File: config.mk
export PLATFORM = sky130hd
export DESIGN_NAME = mem_bus_arb
export DESIGN_NICKNAME = d
export VERILOG_FILES = /design/src/rtl/mem_bus_arb.sv
export SDC_FILE = /design/constraint.sdc
export NUM_CORES = 1
export LEC_CHECK = 0
export CAP_MARGIN = 20
export CORE_AREA = 2 2 118 120
export DETAILED_ROUTE_END_ITERATION = 16
export DIE_AREA = 0 0 120 122
export GPL_TIMING_DRIVEN = 0
export HOLD_SLACK_MARGIN = 0.02
export PLACE_DENSITY = 0.65
export SYNTH_ARGS = -nofsm -noshare
export SYNTH_HDL_FRONTEND = slang
export SYNTH_SLANG_ARGS = --single-unit
File: constraint.sdc
create_clock -name clk -period 2.8 [get_ports clk]
set_input_delay 0.28 -clock clk [delete_from_list [all_inputs] [get_ports clk]]
set_output_delay 0.28 -clock clk [all_outputs]
set_load 0.1 [all_outputs]
File: src/rtl/mem_bus_arb.sv
// mem_bus_arb: two-requester round-robin arbiter onto one pipelined memory bus.
module mem_bus_arb #(
  parameter int p_st_bits = 32,
  parameter int p_addr_bits = 32,
  parameter int p_max_rd = 4,
  parameter int p_max_rd_log2 = 2
) (
  input  logic                     clk,
  input  logic                     rst,
  input  logic                     i_req0_read,
  input  logic                     i_req0_write,
  input  logic [p_addr_bits-1:0]   i_req0_addr,
  input  logic [p_st_bits-1:0]     i_req0_writedata,
  output logic                     o_req0_ack,
  output logic [p_st_bits-1:0]     o_req0_readdata,
  output logic                     o_req0_valid,
  input  logic                     i_req1_read,
  input  logic                     i_req1_write,
  input  logic [p_addr_bits-1:0]   i_req1_addr,
  input  logic [p_st_bits-1:0]     i_req1_writedata,
  output logic                     o_req1_ack,
  output logic [p_st_bits-1:0]     o_req1_readdata,
  output logic                     o_req1_valid,
  output logic                     o_read,
  output logic                     o_write,
  output logic [p_addr_bits-1:0]   o_addr,
  output logic [p_st_bits-1:0]     o_writedata,
  input  logic [p_st_bits-1:0]     i_readdata,
  input  logic                     i_readdatavalid,
  input  logic                     i_waitrequest,
  output logic [p_max_rd_log2:0]   o_rd_pending,
  output logic                     o_err
);
  localparam int l_w = p_max_rd_log2 + 1;
  localparam logic [p_max_rd_log2:0] l_max = l_w'(p_max_rd);
  logic rr_q, rr_d, lock_q, lock_d, own_q, own_d, err_q, err_d;
  logic [p_max_rd-1:0] fifo_q, fifo_d;
  logic [p_max_rd_log2-1:0] wptr_q, wptr_d, rptr_q, rptr_d;
  logic [p_max_rd_log2:0] cnt_q, cnt_d;
  logic elig0, elig1, sel, sel_v, rd, wr, acc, push, pop, head;
  always_comb begin
    elig0 = (i_req0_read & (cnt_q < l_max)) | (i_req0_write & ~i_req0_read);
    elig1 = (i_req1_read & (cnt_q < l_max)) | (i_req1_write & ~i_req1_read);
    sel = lock_q ? own_q : (elig0 & elig1) ? rr_q : elig1;
    sel_v = ~rst & (lock_q | elig0 | elig1);
    rd = sel_v & (sel ? i_req1_read : i_req0_read);
    wr = sel_v & ~rd & (sel ? i_req1_write : i_req0_write);
    acc = (rd | wr) & ~i_waitrequest;
    push = acc & rd;
    pop = ~rst & i_readdatavalid & (cnt_q != '0);
    head = fifo_q[rptr_q];
    rr_d = acc ? ~sel : rr_q;
    lock_d = (rd | wr) & i_waitrequest;
    own_d = sel;
    fifo_d = fifo_q;
    if (push) fifo_d[wptr_q] = sel;
    wptr_d = wptr_q + p_max_rd_log2'(push);
    rptr_d = rptr_q + p_max_rd_log2'(pop);
    cnt_d = cnt_q + l_w'(push) - l_w'(pop);
    err_d = err_q | (i_readdatavalid & (cnt_q == '0));
  end
  always_ff @(posedge clk or posedge rst) begin
    if (rst) begin
      rr_q <= 1'b0;
      lock_q <= 1'b0;
      own_q <= 1'b0;
      err_q <= 1'b0;
      fifo_q <= '0;
      wptr_q <= '0;
      rptr_q <= '0;
      cnt_q <= '0;
    end else begin
      rr_q <= rr_d;
      lock_q <= lock_d;
      own_q <= own_d;
      err_q <= err_d;
      fifo_q <= fifo_d;
      wptr_q <= wptr_d;
      rptr_q <= rptr_d;
      cnt_q <= cnt_d;
    end
  end
  assign o_read = rd;
  assign o_write = wr;
  assign o_addr = sel ? i_req1_addr : i_req0_addr;
  assign o_writedata = sel ? i_req1_writedata : i_req0_writedata;
  assign o_req0_ack = acc & ~sel;
  assign o_req1_ack = acc & sel;
  assign o_req0_valid = pop & ~head;
  assign o_req1_valid = pop & head;
  assign o_req0_readdata = i_readdata;
  assign o_req1_readdata = i_readdata;
  assign o_rd_pending = cnt_q;
  assign o_err = err_q;
endmodule

=== After elaboration in Yosys (flattened, before gate mapping) ===
Cells that the tools add are included.

* $add $sub $neg: 4
* Magnitude comparators: 4
* Mux-type cells: 11
* Bitwise operators: 32
* Reductions and logical operators: 3

{| class="wikitable"
|+ Operators with widths
! cell !! number
|-
| $mux W32 || 2
|-
| $and A1 B1 Y1 || 19
|-
| $not A1 Y1 || 7
|-
| $lt A2 B3 Y1 const B || 2
|-
| $mux W1 || 6
|-
| $or A1 B1 Y1 || 6
|-
| $add A2 B1 Y2 || 2
|-
| $bwmux W4 || 1
|-
| $add A3 B1 Y3 || 1
|-
| $logic_not A3 Y1 || 1
|-
| $lt A3 B3 Y1 const B || 1
|-
| $reduce_bool A3 Y1 || 1
|-
| $sub A3 B1 Y3 || 1
|-
| $bmux W1 S2 || 1
|-
| $demux W1 S2 || 1
|-
| $ge A2 B1 Y1 const B || 1
|-
| $logic_and A1 B1 Y1 || 1
|}

* Register bits after elaboration: 15
* Output and inout port bits: 138
* Logic and storage cells: 62

=== Longest topological paths before layout ===
Gate-level depths: netlist (run 1).

* Depth after elaboration: 16
* Gate-level depth with buffers: 11
* Mapped depth without buffers: 11

=== Worst setup path after synthesis (run 1) ===
Ideal clock, no wire load.

* Kind: flip-flop to output port
* Start point: register cnt_q[2], in the netlist o_rd_pending[2]
* End point: output o_read
* Arrival: 3884 ps
* Data required time: 2520 ps
* Setup slack: -1364 ps
* Stages on the path, launching flop included: 5
* Buffers on the path: 0
* Path through: dfrtp_1 > nor2b_4 > o31ai_1 > o21ai_0 > a211oi_1

* Longest elaborated chain between the ends: 8

{| class="wikitable"
|+ Ends and longest elaborated chain
! what !! line !! RTL
|-
| start: declaration || 39 || <nowiki>logic [p_max_rd_log2:0] cnt_q, cnt_d;</nowiki>
|-
| start signal: assignment || 80 || <nowiki>cnt_q <= cnt_d;</nowiki>
|-
| $lt A3 B3 Y1 * || 42, 43 ||
|-
| $and A1 B1 Y1 (on tied branches) || 42, 43 ||
|-
| $or A1 B1 Y1 (on tied branches) || 42, 43 ||
|-
| $and A1 B1 Y1 || 44 || <nowiki>sel = lock_q ? own_q : (elig0 & elig1) ? rr_q : elig1;</nowiki>
|-
| $mux W1 (2 in series) || 44 ||
|-
| $mux W1 || 46 || <nowiki>rd = sel_v & (sel ? i_req1_read : i_req0_read);</nowiki>
|-
| $and A1 B1 Y1 * || 46 ||
|-
| end: declaration || 24 || <nowiki>output logic o_read,</nowiki>
|}

Mark *: on every way between the ends. The rest lies on a longest branch, timed or not.

=== Final worst setup path (run 1) ===
* Start point: register cnt_q[2], in the netlist o_rd_pending[2]
* End point: output o_addr[22]

* Longest elaborated chain between the ends: 7

{| class="wikitable"
|+ Ends and longest elaborated chain
! what !! line !! RTL
|-
| $lt A3 B3 Y1 * || 42, 43 ||
|-
| $and A1 B1 Y1 (on tied branches) || 42, 43 ||
|-
| $or A1 B1 Y1 (on tied branches) || 42, 43 ||
|-
| $and A1 B1 Y1 || 44 ||
|-
| $mux W1 * (2 in series) || 44 ||
|-
| $mux W32 * || 85 || <nowiki>assign o_addr = sel ? i_req1_addr : i_req0_addr;</nowiki>
|-
| end: declaration || 26 || <nowiki>output logic [p_addr_bits-1:0] o_addr,</nowiki>
|}

Marked as above.

==> summary.txt, run 1 <==
STA
  – Setup TNS: 0 ps
  – Slew headroom: 33.9%
  – Final setup fails: 0
  – Fmax: 364 MHz
  – Tightest Pin Transition: 989 ps
  – Fin Hold WS: 465 ps
  – RSZ-0062 raised after global routing: yes
  – Tmin final: 2750 ps
  – Worst Skew: 4.11 ps
  – Max-slew violations: 0
  – Crit share post-route: 98.1%
  – Fin. Hold Viols: 0

Critical path
  – RR Endpoint: o_rd_pending[2]$_DFF_PP0_
  – CP required: 2520 ps
  – Setup CP Type: register to output port
  – RR Startpoint: o_rd_pending[2]$_DFF_PP0_
  – Arrival @ worst endpoint: 2470 ps
  – Crit. End Element: output port
  – Register-to-register setup slack: 100 ps
  – Crit-path max FO: 10
  – Worst Reg-to-Reg Cells: 11
  – CP Launch Type: register

Drt
  – Total Wirelength: 11500 microns
  – Drc violations: 0
  – Vias: 2661
  – Routed WL per cell: 17.0 microns
  – Post-route ant nets: 0
  – DRT Pass-1 Iters: 4
  – Vias per Instance: 3.94
  – DRT iter0 DRCs: 90

Power
  – Max VDD drop: 0.670 mV
  – Leak: 0.00245 uW
  – Total power: 5120 uW
  – Pwr Density: 970 nW/um^2

Worst hold path
  – Hold depth: 1
  – Worst Hold End: o_err$_DFF_PP0_
  – Hold_sp: o_err$_DFF_PP0_
  – Worst hold path class: register to register

Die
  – Placeable Area: 13500 sq um
  – Die H: 122 microns
  – Row count: 43
  – Die area: 14600 sq um
  – Die Wd: 120 microns
  – IO Pins: 306
  – Initial Utilization: 18.3%

Clock tree
  – H-tree depth: 1
  – Cts repair resizes: 317
  – Cts bufs inserted: 3
  – Clock root buffer master: clkbuf_16
  – CTS Buffer Depth: 2
  – Worst-Skew Late Latency: 240 ps
  – # clock sinks: 15
  – CTS tree: done
  – Clk slew on worst S/H paths: 50 ps
  – Setup Fix Bufs, Post-CTS: 0
  – Hold-fix buffers at CTS: 0

Synth
  – Number of synthesis warnings: 0
  – Post-synthesis sequential area ratio: 15.2%
  – #FFs+latches synth: 15
  – Synth async-reset ratio: 100%
  – Commonest register cell after synthesis: dfrtp_1
  – Synth Cell Area: 2470 sq um
  – Top cell type's share of synthesized area: 37.7%
  – Post-synthesis cell type count: 41
  – Syn Area/Cell: 11.3 sq um
  – Largest cells by area after synthesis: mux2_4, buf_4, dfrtp_1, buf_12, ha_1
  – EDFF count, synth: 0
  – Yosys top cell by area: mux2_4
  – Gate Count Post-Synth: 218
  – Synthesized net count: 391

Finish
  – Area taken by multi-input logic gates: 1510 sq um
  – Commonest non-fill, non-tap cell in the layout: clkdlybuf4s50_1
  – Sequential Area: 379 sq um
  – Final Instance Count excl. Fillers: 675
  – Nets: 669
  – Most frequent cells in the layout: clkdlybuf4s50_1, buf_4, mux2_4
  – Layout cells sized above 1: 45.9%
  – Antenna diode count: 0
  – Filler cells: 1346
  – Synth-to-Final Area Change: 114%

GRT
  – Total gr overflow: 0
  – Initial antenna violation count: 0
  – Largest net degree at the start of global routing: 16
  – Vias in the first global route: 2702
  – Tot GR Track Use: 14.4%
  – First-pass GRT wire length: 16600 microns

Placed design
  – Placed instance count: 671
  – Placer Congestion: 0.744
  – Port Buf Inserts: 273
  – Dpl hpwl: 9850 microns

Run
  – Total of max-cap violations: 0

Outcome
  – Status: completed
==> cells by family after synthesis <==
kind of cell,synth area share (%)
buffers and inverters,26.1
AND/OR/NAND/NOR,5.82
XOR/XNOR,1.42
adder cells (fa/ha/maj),2.83
flip-flops,15.2
multiplexers,39.5
AO/OA/AOI/OAI,9.16
==> metrics by stage <==
| stage | utilization [%] | worst slack (ps) | instance area [sq um] |
|---|---|---|---|
| global route | 39.1 | -43.7 | 5280 |
| floorplan | - | -106 | 2500 |
| CTS | 39.2 | -70.2 | 5290 |
| global placement | 40.4 | -629 | 5450 |
| finish | 39.1 | 53.4 | 5280 |
| detailed placement | 40.4 | -632 | 5450 |
==> layout make-up <==
class                           count  share of cell area (%)
Buffer                             71                    11.7
Clock buffer                        3                    1.42
Clock inverter                      1                  0.0948
Inverter                            8                   0.569
Multi-Input combinational cell    124                    28.6
Sequential cell                    15                    7.18
Tap cell                          180                    4.27
Timing Repair Buffer              273                    46.2
==> synth_stat cells, types with 2 or more instances <==
library cell,instances
xor2_1,2
mux2_2,2
a31oi_1,4
xnor2_1,2
and2_1,2
buf_4,64
o31ai_1,5
a21o_1,2
nor2b_1,2
nor2_1,3
buf_12,6
o311a_1,2
mux2_4,62
o21ai_0,6
dfrtp_1,15
a211oi_1,3
nand3_1,2
inv_1,7
ha_1,4
a21oi_1,2
==> metal layers <==
layer	GRT usage, %	share of wire, %	wire, microns
met2	25.0	50	5770
met3	3.89	8.9	1030
met4	0.809	0.36	41
met1	18.6	41	4660
met5	0	0	0
==> power breakdown <==
group / switching, uW / total [uW] / internal, uW / leakage [uW]
registers: 110 / 419 / 309 / 0.000164
clock network: 85.9 / 276 / 191 / 0.0000409
logic: 3160 / 4430 / 1270 / 0.00225
total: 3360 / 5120 / 1770 / 0.00245
==> worst max-delay path: stages, from the launching register on <==
cell and delay [ps]:
dfrtp_4 530, a211oi_1 380, nand2_2 180, nand2_8 190, buf_12 170, mux2_4 290
clkdlybuf4s15_2 470
==> worst max path at each step <==
stage | startpoint | end | slack (ps) | cells past startpoint
2_1_floorplan | o_rd_pending[2]$_DFF_PP0_ | o_read | -110 | 4
3_3_place_gp | i_req1_read | o_writedata[10] | -630 | 7
3_5_place_dp | i_req1_read | o_writedata[10] | -630 | 7
4_1_cts | i_req1_read | o_writedata[10] | -70 | 7
5_1_grt | i_req1_write | o_rd_pending[2]$_DFF_PP0_ | -40 | 12
6_report | o_rd_pending[2]$_DFF_PP0_ | o_addr[22] | 50 | 6
==> flip-flops by register name (all words and copies together), names as in the netlist <==
signal and cells:
fifo_q 4, o_rd_pending 3, rptr_q 2, wptr_q 2
lock_q 1, o_err 1, own_q 1, rr_q 1
Note: power is estimated with default switching activity, not from simulation.
==> run 2, diff against run 1 <==
--- a/config.mk
+++ b/config.mk
@@ -12,6 +12,7 @@
 export GPL_TIMING_DRIVEN = 0
 export HOLD_SLACK_MARGIN = 0.02
 export PLACE_DENSITY = 0.65
+export SLEW_MARGIN = 5
 export SYNTH_ARGS = -nofsm -noshare
 export SYNTH_HDL_FRONTEND = slang
 export SYNTH_SLANG_ARGS = --single-unit
==> results of run 2 <==
Final layout, timing and power as in run 1 (identical DEF).
